`src/rtl/mod_997_pkg.sv`:
```
// Shared constants and types for the mod-997 Fermat inverter.
// The exponent is the Fermat exponent 995 (prime minus two).
package mod_997_pkg;

   localparam int unsigned MOD   = 997;
   localparam int unsigned W     = 10;
   localparam logic [W-1:0] EXP  = 10'b1111100011;
   localparam int unsigned STEPS = 9;

   typedef enum logic [1:0] {
      StIdle,
      StSqr,
      StMul,
      StDone
   } state_e;

endpackage

```
`src/rtl/mod_997_mulred.sv`:
```
// Combinational modular multiplier: p = (a * b) mod 997.
//
// Ports:
//   a, b  operands, each expected in 0..996
//   p     exact product mod 997, in 0..996
//
// Reduction uses 1024 = 27 (mod 997): fold the 20-bit product twice, then a
// single conditional subtract finishes it.
module mod_997_mulred
   import mod_997_pkg::*;
(
   input  logic [W-1:0] a,
   input  logic [W-1:0] b,
   output logic [W-1:0] p
);

   logic [2*W-1:0] prod;
   logic [14:0]    fold1;   // <= 1023*27 + 1023 = 28644
   logic [10:0]    fold2;   // <= 27*27 + 1023 = 1752, so one subtract suffices

   always_comb begin
      prod  = (2*W)'(a) * (2*W)'(b);
      fold1 = 15'(prod[19:10]) * 15'd27 + 15'(prod[9:0]);
      fold2 = 11'(fold1[14:10]) * 11'd27 + 11'(fold1[9:0]);
      p     = W'((fold2 >= 11'(MOD)) ? (fold2 - 11'(MOD)) : fold2);
   end

endmodule

```
`src/rtl/mod_997_inv.sv`:
```
// Multiplicative inverse modulo 997 via Fermat: out_inv = in_a^995 mod 997.
//
// Left-to-right square-and-multiply over EXP: r = a at load, then for exponent
// bits 8..0 one SQR cycle and one MUL cycle (MUL result kept only when the bit
// is 1), so latency is constant: out_valid rises 18 edges after acceptance.
// A single shared mod_997_mulred serves both the square and the multiply.
//
// Ports:
//   clk, rst_n            clock, asynchronous active-low reset
//   in_valid / in_ready   operand handshake (in_ready only in idle)
//   in_a                  10-bit unsigned operand
//   out_valid / out_ready result handshake; result held until consumed
//   out_inv               inverse of in_a mod 997
//   out_err               operand has no inverse or is out of range
//
// Configuration macro MOD997_INV_ERR_CHECK_EN:
//   defined   - in_a == 0 or in_a >= 997 skips the exponentiation; the result
//               (out_inv = 0, out_err = 1) is presented from the accepting edge.
//   undefined - out_err is always 0; in_a >= 997 is reduced by one subtraction
//               of 997 at load and a zero operand runs the normal path (result 0).
module mod_997_inv
   import mod_997_pkg::*;
(
   input  logic         clk,
   input  logic         rst_n,
   input  logic         in_valid,
   output logic         in_ready,
   input  logic [W-1:0] in_a,
   output logic         out_valid,
   input  logic         out_ready,
   output logic [W-1:0] out_inv,
   output logic         out_err
);

   localparam logic [W-1:0] ModW = W'(MOD);

   state_e       state_q, state_d;
   logic [W-1:0] a_q, a_d;
   logic [W-1:0] r_q, r_d;
   logic [3:0]   bit_q, bit_d;
   logic         in_ready_q, in_ready_d;
   logic         out_valid_q, out_valid_d;
   logic [W-1:0] out_inv_q, out_inv_d;
   logic         out_err_q, out_err_d;

   logic [W-1:0] mul_b;
   logic [W-1:0] mul_p;
   logic [W-1:0] a_load;
   logic         a_bad;

   // Square uses r*r, multiply uses r*a.
   assign mul_b = (state_q == StSqr) ? r_q : a_q;

   mod_997_mulred u_mulred (
      .a (r_q),
      .b (mul_b),
      .p (mul_p)
   );

   always_comb begin
`ifdef MOD997_INV_ERR_CHECK_EN
      a_load = in_a;
      a_bad  = (in_a == '0) || (in_a >= ModW);
`else
      a_load = (in_a >= ModW) ? (in_a - ModW) : in_a;
      a_bad  = 1'b0;
`endif
   end

   always_comb begin
      state_d     = state_q;
      a_d         = a_q;
      r_d         = r_q;
      bit_d       = bit_q;
      in_ready_d  = in_ready_q;
      out_valid_d = out_valid_q;
      out_inv_d   = out_inv_q;
      out_err_d   = out_err_q;

      unique case (state_q)
         StIdle: begin
            if (in_valid && in_ready_q) begin
               a_d        = a_load;
               r_d        = a_load;
               bit_d      = 4'(STEPS - 1);
               in_ready_d = 1'b0;
               if (a_bad) begin
                  state_d     = StDone;
                  out_valid_d = 1'b1;
                  out_inv_d   = '0;
                  out_err_d   = 1'b1;
               end else begin
                  state_d = StSqr;
               end
            end
         end

         StSqr: begin
            r_d     = mul_p;
            state_d = StMul;
         end

         StMul: begin
            // The multiply always runs; its result is dropped for a 0 bit.
            if (EXP[bit_q]) begin
               r_d = mul_p;
            end
            if (bit_q == 4'd0) begin
               state_d     = StDone;
               out_valid_d = 1'b1;
               out_inv_d   = EXP[0] ? mul_p : r_q;
               out_err_d   = 1'b0;
            end else begin
               bit_d   = bit_q - 4'd1;
               state_d = StSqr;
            end
         end

         StDone: begin
            // in_ready returns only after this edge, so no same-cycle accept.
            if (out_ready) begin
               state_d     = StIdle;
               out_valid_d = 1'b0;
               in_ready_d  = 1'b1;
            end
         end

         default: begin
            state_d     = StIdle;
            out_valid_d = 1'b0;
            in_ready_d  = 1'b1;
         end
      endcase
   end

   always_ff @(posedge clk or negedge rst_n) begin
      if (!rst_n) begin
         state_q     <= StIdle;
         a_q         <= '0;
         r_q         <= '0;
         bit_q       <= '0;
         in_ready_q  <= 1'b1;
         out_valid_q <= 1'b0;
         out_inv_q   <= '0;
         out_err_q   <= 1'b0;
      end else begin
         state_q     <= state_d;
         a_q         <= a_d;
         r_q         <= r_d;
         bit_q       <= bit_d;
         in_ready_q  <= in_ready_d;
         out_valid_q <= out_valid_d;
         out_inv_q   <= out_inv_d;
         out_err_q   <= out_err_d;
      end
   end

   assign in_ready  = in_ready_q;
   assign out_valid = out_valid_q;
   assign out_inv   = out_inv_q;
   assign out_err   = out_err_q;

endmodule

```
`config.mk`:
```
export PLATFORM = sky130hd
export DESIGN_NAME = mod_997_inv
export DESIGN_NICKNAME = d
export VERILOG_FILES = /design/src/rtl/mod_997_pkg.sv /design/src/rtl/mod_997_mulred.sv /design/src/rtl/mod_997_inv.sv
export SDC_FILE = /design/constraint.sdc
export NUM_CORES = 1
export LEC_CHECK = 0
export CORE_MARGIN = 2
export CORE_UTILIZATION = 65
export DETAILED_ROUTE_END_ITERATION = 8
export PLACE_DENSITY = 0.84
export SYNTH_ARGS = -nofsm -noshare
export SYNTH_HDL_FRONTEND = slang
export SYNTH_SLANG_ARGS = --single-unit
```
`constraint.sdc`:
```
create_clock -name clk -period 22.4 [get_ports clk]
set_input_delay 4.48 -clock clk [delete_from_list [all_inputs] [get_ports clk]]
set_output_delay 4.48 -clock clk [all_outputs]
set_load 0.05 [all_outputs]
```
==> flow_metrics.env <==
export IMPL_wl_um=16700
export IMPL_hold_slack_ps=495
export IMPL_routed_via_count=6152
export IMPL_crit_path_frequent_cell="fa_1"
export IMPL_start_util_pct=66.3
export IMPL_status="complete, no violations"
export IMPL_io_pins=27
export IMPL_worst_path_max_delay_cell="mux2i_1"
export IMPL_row_count=40
export IMPL_portBuffers=25
export IMPL_required_ps=22540
export IMPL_end_kind="flip-flop"
export IMPL_cts_setup_buffers=0
export IMPL_crit_path_start_kind="flip-flop"
export IMPL_drv_slew=0
export IMPL_diodes=0
export IMPL_hold_class="reg2reg"
export IMPL_path_clk_slew_ps=60
export IMPL_grt_max_degree=39
export IMPL_crit_fanout=20
export IMPL_cts_resized=0
export IMPL_fin_util_pct=70.4
export IMPL_antenna_found_initial=0
export IMPL_synthToLayoutAreaGrowth_pct=6.09
export IMPL_yosysWarnings=0
export IMPL_dieArea_um2=13200
export IMPL_synth_edf_count=0
export IMPL_finalCritPeriodShare_pct=63.9
export IMPL_clock_latency_ps=290
export IMPL_max_stage_delay_ps=800
export IMPL_cp_top_family="adder cells"
export IMPL_dieWidth_um=115
export IMPL_arrival_ps=14450
export IMPL_fmax_mhz=69.9
export IMPL_ys_types=66
export IMPL_rsz0062_at_grt="no"
export IMPL_finClkSkew_ps=3.96
export IMPL_worst_pin_slew_ps=847
export IMPL_holdBufCountCts=0
export IMPL_synth_area_um2=7970
export IMPL_min_period_ps=14310
export IMPL_avgSynthCellArea_um2=8.94
export IMPL_cap_viol_max_count=0
export IMPL_ys_seq_elements=38
export IMPL_drive_gt1_share_pct=3.32
export IMPL_drt_iter0_drc=315
export IMPL_maxSlewHeadroom_pct=41.9
export IMPL_clock_path_buffers=2
export IMPL_overflow=0
export IMPL_critical_path_class="reg2reg"
export IMPL_viasPerCell=5.86
export IMPL_numCtsBuffers=5
export IMPL_postLayoutSetupSlackWorst_ps=8090
export IMPL_drtPass1Iterations=5
export IMPL_cts_max_level=2
export IMPL_final_nets=1130
export IMPL_cts_root_buffer="clkbuf_16"
export IMPL_finalSetupViolations=0
export IMPL_synth_ff_type="dfrtp_1"
export IMPL_fin_setup_tns_ps=0
export IMPL_hold_violations=0
export IMPL_reg2regPathDepth=43
export IMPL_min_path_cells=2
export IMPL_drcViolationCount=0
export IMPL_core_area_um2=12000
export IMPL_synthArstFlopShare_pct=100
export IMPL_dp_hpwl_um=13800
export IMPL_clock_sinks=38
export IMPL_synth_net_count=1119
export IMPL_ant_nets=0
export IMPL_syn_inst=891
export IMPL_ys_seq_area_share_pct=12.0
export IMPL_grt_usage_pct=26.8
export IMPL_post_place_ws_ps=8200
export IMPL_die_h_um=115
export IMPL_path_buf_inv=9
export IMPL_cts_tree="done"
export IMPL_wire_per_inst_um=15.9
export IMPL_grt_pass1_vias=6103
export IMPL_grt_pass1_wl_um=28300
export IMPL_place_congestion=0.901
export IMPL_worstSetupPathDepth=43
[cell usage after synthesis, types with 2 or more instances]
cell	count	area, um2
a211oi_1	9	67.6
a211oi_2	2	25.0
a21boi_0	2	15.0
a21o_1	12	90.1
a21oi_1	32	160
a31o_1	2	17.5
a31oi_1	7	43.8
a32oi_1	4	35.0
and2_1	13	81.3
and3_1	3	18.8
clkbuf_1	20	75.1
dfrtp_1	37	926
fa_1	94	1880
ha_1	120	1500
inv_1	144	541
mux2_2	6	67.6
mux2i_1	13	130
nand2_1	68	255
nand2b_1	17	106
nand3_1	8	40.0
nand4_1	3	18.8
nor2_1	42	158
nor2b_1	50	313
nor3_1	12	60.1
nor4_1	2	12.5
o2111ai_1	2	17.5
o211ai_1	4	30.0
o21a_1	20	150
o21ai_0	40	200
o21ai_1	17	85.1
o21bai_1	3	22.5
o221ai_1	3	26.3
o22ai_1	3	18.8
o31a_1	2	17.5
o31ai_2	2	25.0
or3_1	3	18.8
xnor2_1	26	228
xor2_1	16	140
[worst reg2reg max path, delay by kind of cell (launching register included)]
family | cells | cell delay, ps
compound gates | 12 | 3230
xor+xnor | 2 | 640
fa+ha+maj | 15 | 7300
buf+inv | 9 | 650
flops | 1 | 430
mux | 2 | 1130
simple gates | 3 | 770
[registers in the layout, indices dropped and copies added, names as in the netlist]
name,flops
out_valid,1
out_inv,10
bit_q,4
a_q,10
in_ready,1
r_q,10
state_q,2
[cells by family after synthesis]
family / synth area share (%)
AND/OR/NAND/NOR: 14.2
XOR/XNOR: 5.37
other: 0.0471
flip-flops: 12.0
adder cells (fa/ha/maj): 42.5
AO/OA/AOI/OAI: 15.6
multiplexers: 2.48
buffers and inverters: 7.82
[through the flow]
| stage | instances | area (um2) |
|---|---|---|
| 4_1_cts | 1050 | 8450 |
| 5_1_grt | 1050 | 8450 |
| 2_1_floorplan | 891 | 7970 |
| 6_report | 1050 | 8450 |
| 3_5_place_dp | 1042 | 8310 |
| 3_3_place_gp | 1042 | 8310 |
[metal layers]
| metal | wire, um | global-route usage (%) |
|---|---|---|
| met1 | 7380 | 37.1 |
| met2 | 8100 | 45.5 |
| met3 | 895 | 3.55 |
| met4 | 309 | 6.02 |
| met5 | 0 | 0 |
[cells in the final DEF (no fill, tap or decap), types with 3 or more instances in the layout]
master           count
and2_1              13
nand4_1              3
o21ai_0             40
o21a_1              20
a32oi_1              4
nor2_1              42
xnor2_1             26
mux2i_1             13
a211oi_1             9
a21oi_1             32
and3_1               3
nor3_1              12
a21o_1              12
nand3_1              8
nand2_1             68
o21bai_1             3
nand2b_1            17
nor2b_1             50
clkbuf_16            5
clkdlybuf4s50_1     24
a31oi_1              7
mux2_2               6
ha_1               120
or3_1                3
inv_1              144
o21ai_1             17
xor2_1              16
o221ai_1             3
fa_1                94
dfrtp_1             37
o211ai_1             4
o22ai_1              3
[worst paths after layout]
check                                  startpoint                      to  slack [ps]
max reg2reg                state_q[1]$_DFFE_PN0P_  out_inv[1]$_DFFE_PN0P_        8090
max                        state_q[1]$_DFFE_PN0P_  out_inv[1]$_DFFE_PN0P_        8090
min reg2reg                out_inv[7]$_DFFE_PN0P_  out_inv[7]$_DFFE_PN0P_         500
max in group asynchronous                   rst_n      r_q[4]$_DFFE_PN0P_       17580
min                        out_inv[7]$_DFFE_PN0P_  out_inv[7]$_DFFE_PN0P_         500
min in group asynchronous                   rst_n      a_q[1]$_DFFE_PN0P_        4290
[area by class of cell]
class / instances / area [um2]
clock buffers: 6 / 129
clock inverters: 2 / 10.0
fillers: 945 / 3560
inverters: 144 / 541
multi-input cells: 688 / 6390
flip-flops and latches: 38 / 952
well taps: 147 / 184
repair buffers: 25 / 245
Power is left out: the tool's default activity adds up to more than one toggle a clock period on the data nets, which glitch-free logic cannot reach.
